--- config.mk ---
export PLATFORM = sky130hd
export DESIGN_NAME = vecmac_dot_ctrl
export DESIGN_NICKNAME = d
export VERILOG_FILES = /design/src/rtl/vecmac_dot_ctrl.sv
export SDC_FILE = /design/constraint.sdc
export NUM_CORES = 1
export LEC_CHECK = 0
export CAP_MARGIN = 20
export CORE_MARGIN = 4
export CORE_UTILIZATION = 30
export DETAILED_ROUTE_END_ITERATION = 10
export GPL_TIMING_DRIVEN = 0
export PLACE_DENSITY = 0.53
export SETUP_SLACK_MARGIN = 0.5
export SYNTH_ARGS = -nofsm -noshare
export SYNTH_HDL_FRONTEND = slang
export SYNTH_SLANG_ARGS = --single-unit
--- constraint.sdc ---
create_clock -name clk -period 3.75 [get_ports clk]
set_clock_uncertainty 0.15 [all_clocks]
set_input_delay 0.75 -clock clk [delete_from_list [all_inputs] [get_ports clk]]
set_output_delay 0.75 -clock clk [all_outputs]
set_load 0.05 [all_outputs]
--- src/rtl/vecmac_dot_ctrl.sv ---
// Job sequencer for the 4-lane int8 dot-product MAC: issues operand word pairs,
// counts returning partial sums and emits one accumulated result per job.
module vecmac_dot_ctrl #(
  parameter int LEN_W = 8,
  parameter int ACC_W = 26
) (
  input  logic             clk,
  input  logic             rst_n,
  input  logic             cmd_valid,
  output logic             cmd_ready,
  input  logic [LEN_W-1:0] cmd_len,
  input  logic             op_valid,
  output logic             op_ready,
  input  logic [31:0]      op_a,
  input  logic [31:0]      op_b,
  output logic             mac_in_valid,
  output logic [31:0]      mac_in_a,
  output logic [31:0]      mac_in_b,
  input  logic             mac_out_valid,
  input  logic [17:0]      mac_out_sum,
  output logic             res_valid,
  input  logic             res_ready,
  output logic [ACC_W-1:0] res_data,
  output logic             err_spurious
);

  typedef enum logic [1:0] {
    ST_IDLE  = 2'd0,
    ST_ISSUE = 2'd1,
    ST_DRAIN = 2'd2,
    ST_DONE  = 2'd3
  } state_e;

  localparam logic [LEN_W-1:0] LEN_ZERO = {LEN_W{1'b0}};
  localparam logic [LEN_W-1:0] LEN_ONE  = {{(LEN_W-1){1'b0}}, 1'b1};
  localparam logic [ACC_W-1:0] ACC_ZERO = {ACC_W{1'b0}};

  state_e           state_q, state_d;
  logic [LEN_W-1:0] len_q, len_d;
  logic [LEN_W-1:0] issued_q, issued_d;
  logic [LEN_W-1:0] returned_q, returned_d;
  logic [ACC_W-1:0] acc_q, acc_d;
  logic             cmd_ready_q, cmd_ready_d;
  logic             op_ready_q, op_ready_d;
  logic             mac_in_valid_q, mac_in_valid_d;
  logic [31:0]      mac_in_a_q, mac_in_a_d;
  logic [31:0]      mac_in_b_q, mac_in_b_d;
  logic             res_valid_q, res_valid_d;
  logic [ACC_W-1:0] res_data_q, res_data_d;
  logic             err_q, err_d;

  logic             cmd_hs_s;
  logic             op_hs_s;
  logic             res_hs_s;

  assign cmd_hs_s = cmd_valid & cmd_ready_q;
  assign op_hs_s  = op_valid & op_ready_q;
  assign res_hs_s = res_valid_q & res_ready;

  // Next-state, counters, accumulator and registered-output decode
  always_comb begin
    state_d        = state_q;
    len_d          = len_q;
    issued_d       = issued_q;
    returned_d     = returned_q;
    acc_d          = acc_q;
    mac_in_valid_d = 1'b0;
    mac_in_a_d     = mac_in_a_q;
    mac_in_b_d     = mac_in_b_q;
    err_d          = err_q;
    res_data_d     = res_data_q;

    // Returns are counted before the FSM so DRAIN can exit on the final beat.
    if (mac_out_valid) begin
      if ((state_q == ST_ISSUE) || (state_q == ST_DRAIN)) begin
        acc_d      = acc_q + {{(ACC_W-18){1'b0}}, mac_out_sum};
        returned_d = returned_q + LEN_ONE;
      end else begin
        err_d = 1'b1;
      end
    end else begin
      acc_d      = acc_q;
      returned_d = returned_q;
    end

    case (state_q)
      ST_IDLE: begin
        if (cmd_hs_s) begin
          len_d      = cmd_len;
          acc_d      = ACC_ZERO;
          issued_d   = LEN_ZERO;
          returned_d = LEN_ZERO;
          if (cmd_len == LEN_ZERO) begin
            state_d = ST_DONE;
          end else begin
            state_d = ST_ISSUE;
          end
        end else begin
          state_d = ST_IDLE;
        end
      end
      ST_ISSUE: begin
        if (op_hs_s) begin
          mac_in_valid_d = 1'b1;
          mac_in_a_d     = op_a;
          mac_in_b_d     = op_b;
          issued_d       = issued_q + LEN_ONE;
          if (issued_d == len_q) begin
            state_d = ST_DRAIN;
          end else begin
            state_d = ST_ISSUE;
          end
        end else begin
          state_d = ST_ISSUE;
        end
      end
      ST_DRAIN: begin
        if (returned_d == len_q) begin
          state_d = ST_DONE;
        end else begin
          state_d = ST_DRAIN;
        end
      end
      ST_DONE: begin
        if (res_hs_s) begin
          state_d = ST_IDLE;
        end else begin
          state_d = ST_DONE;
        end
      end
      default: begin
        state_d = ST_IDLE;
      end
    endcase

    // Handshake outputs are registered images of the state being entered.
    cmd_ready_d = (state_d == ST_IDLE);
    op_ready_d  = (state_d == ST_ISSUE);
    res_valid_d = (state_d == ST_DONE);
    if (state_d == ST_DONE) begin
      res_data_d = acc_d;
    end else begin
      res_data_d = res_data_q;
    end
  end

  // State, counter, accumulator and output registers
  always_ff @(posedge clk or negedge rst_n) begin
    if (!rst_n) begin
      state_q        <= ST_IDLE;
      len_q          <= LEN_ZERO;
      issued_q       <= LEN_ZERO;
      returned_q     <= LEN_ZERO;
      acc_q          <= ACC_ZERO;
      cmd_ready_q    <= 1'b0;
      op_ready_q     <= 1'b0;
      mac_in_valid_q <= 1'b0;
      mac_in_a_q     <= 32'h0000_0000;
      mac_in_b_q     <= 32'h0000_0000;
      res_valid_q    <= 1'b0;
      res_data_q     <= ACC_ZERO;
      err_q          <= 1'b0;
    end else begin
      state_q        <= state_d;
      len_q          <= len_d;
      issued_q       <= issued_d;
      returned_q     <= returned_d;
      acc_q          <= acc_d;
      cmd_ready_q    <= cmd_ready_d;
      op_ready_q     <= op_ready_d;
      mac_in_valid_q <= mac_in_valid_d;
      mac_in_a_q     <= mac_in_a_d;
      mac_in_b_q     <= mac_in_b_d;
      res_valid_q    <= res_valid_d;
      res_data_q     <= res_data_d;
      err_q          <= err_d;
    end
  end

  assign cmd_ready    = cmd_ready_q;
  assign op_ready     = op_ready_q;
  assign mac_in_valid = mac_in_valid_q;
  assign mac_in_a     = mac_in_a_q;
  assign mac_in_b     = mac_in_b_q;
  assign res_valid    = res_valid_q;
  assign res_data     = res_data_q;
  assign err_spurious = err_q;

endmodule

Yosys cells after proc, flatten, opt, wreduce, memory -nomap -nowiden
Index checks and enable logic that the tools add are counted.
Word-level totals
  output and inout bits: 95
  logic and storage cells: 58
  bits of input ports: 96
  flip-flop bits (word level): 147
Cells by class
  add/subtract/negate cells: 3
  equality and inequality tests: 9
  bitwise operators: 4
  reduce and logical (&&, ||, !) cells: 9
  mux-type cells: 20
Operators by type and width (count)
  two-way mux 26 bit: 4
  two-way mux 8 bit: 6
  adder 26 x 18 -> 26 bit: 1
  adder 8 x 1 -> 8 bit, second input constant: 2
  equality test 8 bit: 2
  one-hot mux 8 bit (2 select lines): 1
  two-way mux 2 bit: 5
  logical NOT 8 bit: 1
  one-hot mux 2 bit (4 select lines): 1
  equality test 2 bit, second input constant: 3
  AND reduction 2 bit: 3
  equality test 2 x 1 -> 1 bit, second input constant: 2
  logical NOT 2 bit: 2
  != test 2 bit, second input constant: 2
  AND 1 bit: 3
  two-way mux 1 bit: 3
  AND reduction 3 bit: 1
  nonzero test 2 bit: 1
  logical OR 1 bit: 1
  inverter 1 bit: 1

Logic depth before layout (Yosys ltp)
  word-level depth: 8
  gate-level depth with buffers: 12
  mapped depth without buffers: 11

Least setup slack after synthesis
OpenSTA, ideal clock, no wires.
  kind: input to register
  start point: input port mac_out_sum[0]
  end point: register res_data_q[18], in the netlist res_data[18]
  path buffers: 0
  data arrival time: 3.024 ns
  stages on the path: 11
  required time: 3.475 ns
  library setup time: 0.125 ns
  setup slack: 0.451 ns
  cell sequence: ha_1 inv_1 fa_1 nor2b_1 o31a_1 o211ai_1 o21a_1 a31oi_1 nor4b_1 a211o_1 mux2_4
Between the ends
  word-level cells in the longest chain between the ends: 5
Ends and longest elaborated chain
  start, declared: line 20  | input logic [17:0] mac_out_sum,
  adder 26 x 18 -> 26 bit (*): line 76  | acc_d = acc_q + {{(ACC_W-18){1'b0}}, mac_out_sum};
  two-way mux 26 bit (*): line 75  | if ((state_q == ST_ISSUE) || (state_q == ST_DRAIN)) begin
  two-way mux 26 bit (*): line 74  | if (mac_out_valid) begin
  two-way mux 26 bit: line 88  | if (cmd_hs_s) begin
  two-way mux 26 bit (*): line 86  | case (state_q)
  net acc_d[18]: line 42  | logic [ACC_W-1:0] acc_q, acc_d;
  end signal, assigned: line 175  | res_data_q <= res_data_d;
  end, declared: line 49  | logic [ACC_W-1:0] res_data_q, res_data_d;
The timed path passes the listed nets; every way through them passes the cells marked *.
A chain may end at the register's enable or synchronous reset.

Final worst setup path
  start point: input port mac_out_sum[12]
  end point: register res_data_q[25], in the netlist res_data[25]
The elaborated chain is that of the path after synthesis.

==> impl_results.md <==
- Register area: 0.003680 sq mm
- # rows: 57
- HP Class: input port to async pin
- Share of the yosys chip area belonging to registers: 49.38%
- Mapped Nets: 788
- GR Overflow Total: 0
- Die W: 165.6 um
- Layout Utilization: 44.15%
- CTS tree: done
- Crit path max fanout: 7
- Final WL: 21420 um
- RSZ-0062 raised after global routing: false
- Post-synth EDFFs: 0
- Crit path cell chain: clkdlybuf4s50_1 > ha_1 > clkbuf_2 > nand2_1 > and3_1 > and3_1 > a211oi_2 > a211oi_2 > buf_4 > or4_1 > a21oi_2 > mux2_2
- Clock network power share: 17.6%
- Vias in the first global route: 5991
- Register-to-Register Path Depth: 12
- Leakage dissipation: 4.597 nW
- Worst Path Arrival: 3.41 ns
- CP endpoint: res_data[25]
- Initial antenna violation count: 0
- DR DRC count: 0
- CTS Sinks: 147
- Final cell count without fillers: 1242
- Int Power: 5.472 mW
- RR Startpoint: state_q[1]
- Slowest CP cell: or4_1
- Core Area: 0.02439 sq mm
- Largest family of logic cells by synthesized area: simple AND/OR/NAND/NOR gates
- Layer carrying the most global-route usage: met2
- Mean area per synthesized cell: 11.17 sq um
- Initial core utilization: 30.54%
- Most frequent cell after synthesis: dfrtp_1
- R2R setup slack: 0.61 ns
- Total track usage: 15.61%
- RePlAce Congestion: 0.7994
- Met1 Use GR: 21.32%
- Final Hold Viols: 0
- Netlist Area Pre-Place: 0.007450 sq mm
- Status: completed
- Adder-cell share of the synthesized area: 4.300%
- Fillers: 2330
- M3 GR Usage: 3.500%
- Max-Cap Viols: 0
- Main synth FF type: dfrtp_1
- Clock Tree Root: clkbuf_16
- Max-slew headroom: 56.76%
- Bufs on Longest Clock Path: 2
- Area Growth Syn to Fin: 44.54%
- Comb power frac: 55.8%
- Mux cell area share after synthesis: 14.06%
- Reg clk slew, reported paths: 0.07 ns
- Cell variety after synth: 70
- Sw Ratio: 45.15%
- Simple-gate area share of the yosys netlist: 14.29%
- R2r endpoint: res_data[24]
- Yosys warnings: 0
- N_diodes: 0
- Critical Path RT: 3.97 ns
- Post-synth top area cell: dfrtp_1
- FF+latch count, synth: 147
- Vias: 5947
- Sequential Power Share: 26.6%
- Delay of the slowest cell on the worst path: 0.43 ns
- Setup CP Type: input port to flop
- Fraction of synthesized cell area in xor and xnor cells: 4.652%
- Placed Instances: 1182
- Via/cell ratio: 4.788
- Switch Pwr: 4.505 mW
- Worst-skew pair later-pin latency: 0.43 ns
- Hold Buf Count CTS: 0
- PwrDens: 926.6 mW/mm^2
- Min Tclk post-route: 3.183 ns
- VDD IR max: 0.0004027 V
- Max-slew violation count: 0
- Crit path launch type: input port
- Tcrit/Tclk final: 84.87%
- Met2 usage: 24.94%
- Final Setup Violations: 0
- Most frequent cells after synthesis: dfrtp_1 (147), nand2_1 (74), mux2_2 (73), nor2_1 (35), ha_1 (24)
- Die Ht: 165.6 um
- Nets@finish: 1026
- Multi-input gate area: 0.003709 sq mm
- Share of Yosys cell area claimed by the top area cell type: 49.38%
- Htree depth: 4
- Initial DRC count: 279
- Die area: 0.02742 sq mm
- FFs w/ async S/R, synth: 100.0%
- Mapped Cells: 667
- First-pass GRT wire length: 33190 um
- Detail Route Antenna Nets: 0
- First-pass DRT Iterations: 4
- # port buffers: 190
- Post-synthesis compound-gate area fraction: 10.48%
- Post-DP HPWL: 15470 um
- Cts bufs inserted: 17
- Synth area leaders: dfrtp_1 (49%), mux2_2 (11%), ha_1 (4.0%)
- Worst slew pin tran: 0.6486 ns
- I/O pin total: 191
- Routed wire per std cell: 17.25 um
- Worst setup path start: mac_out_sum[12]
- CP Capture Type: flop
- Peak Freq: 0.3142 GHz
- Largest net degree at the start of global routing: 82
- Share of cells above drive strength 1: 20.59%
[timing repair]
action,in CTS,in global routing
setup buffers,13,15
gates resized for setup,27,23
setup endpoints to repair,35,21
pin swaps,11,15
hold endpoints to repair,0,0
gates cloned,0,0
[flip-flops by register name, indices dropped and copies added (netlist names)]
| signal | flops |
|---|---|
| mac_in_a | 32 |
| mac_in_b | 32 |
| acc_q | 26 |
| res_data | 26 |
| issued_q | 8 |
| len_q | 8 |
| returned_q | 8 |
| state_q | 2 |
| cmd_ready | 1 |
| err_spurious | 1 |
| mac_in_valid | 1 |
| op_ready | 1 |
| res_valid | 1 |
[layer usage]
metal,up-vias,wire [um]
li1,2872,-
met1,2930,9715
met2,125,10410
met3,20,912
met4,0,384
met5,-,0
[cells in the final DEF (no fill, tap or decap), types with 17 or more instances in the layout]
master             n
clkdlybuf4s50_1  181
dfrtp_1          146
mux2_2            73
nand2_1           72
nor2_1            35
buf_4             26
clkbuf_1          21
a21oi_1           21
xnor2_1           19
xor2_1            18
nand3_1           17
o21ai_0           17
clkbuf_16         17
[power by group through the flow]
stage | combinational (mW) | sequential [mW] | clock, mW
finish | 5.57 | 2.65 | 1.76
global route | 5.95 | 2.76 | 1.89
CTS | 5.47 | 2.66 | 1.81
detailed placement | 5.29 | 2.67 | 0
global placement | 5.27 | 2.66 | 0
floorplan | 1.97 | 4.27 | 0
[worst min path at each step]
| stage | startpoint | endpoint | slack, ns | cells past startpoint |
|---|---|---|---|---|
| final | rst_n | len_q[4] | 0.12 | 1 |
| after floorplan | rst_n | acc_q[0] | 0.30 | 0 |
| after CTS | rst_n | len_q[4] | 0.14 | 1 |
| after global placement | err_spurious | err_spurious | 0.29 | 1 |
| after global routing | rst_n | len_q[4] | 0.14 | 1 |
| after detailed placement | err_spurious | err_spurious | 0.30 | 1 |
[critical path, delay by kind of cell]
kind,cells,cell delay (ns)
compound gates,3,0.53
simple gates,4,0.89
mux,1,0.18
fa+ha+maj,1,0.28
buf+inv,3,0.78
[cells by family (layout without fill, tap and decap cells)]
group	after synthesis	count (layout)
AND/OR/NAND/NOR	207	207
flip-flops	147	147
AO/OA/AOI/OAI	114	114
multiplexers	90	90
buffers and inverters	46	297
XOR/XNOR	38	38
adder cells (fa/ha/maj)	25	25
[cell type report]
class                           count  share of cell area (%)
Clock inverter                     14                   1.441
Tap cell                          324                   3.765
Timing Repair Buffer              219                   20.07
Inverter                           12                  0.4648
Sequential cell                   147                   34.17
Multi-Input combinational cell    474                   34.44
Clock buffer                       18                   4.079
Buffer                             34                   1.569
[stage by stage]
step                area (sq um)  power (mW)  hold slack [ns]  setup slack, ns  setup TNS, ns
global route               10770       10.60           0.1442           0.4843              0
detailed placement          9796       7.962           0.2972          -0.3576         -5.470
finish                     10770       9.978           0.1213           0.5674              0
CTS                        10580       9.936           0.1427           0.5041              0
floorplan                   7456       6.246           0.3044           0.5698              0
global placement            9763       7.936           0.2916           -4.858        -719.10
Note: power is estimated with default switching activity, not from simulation.
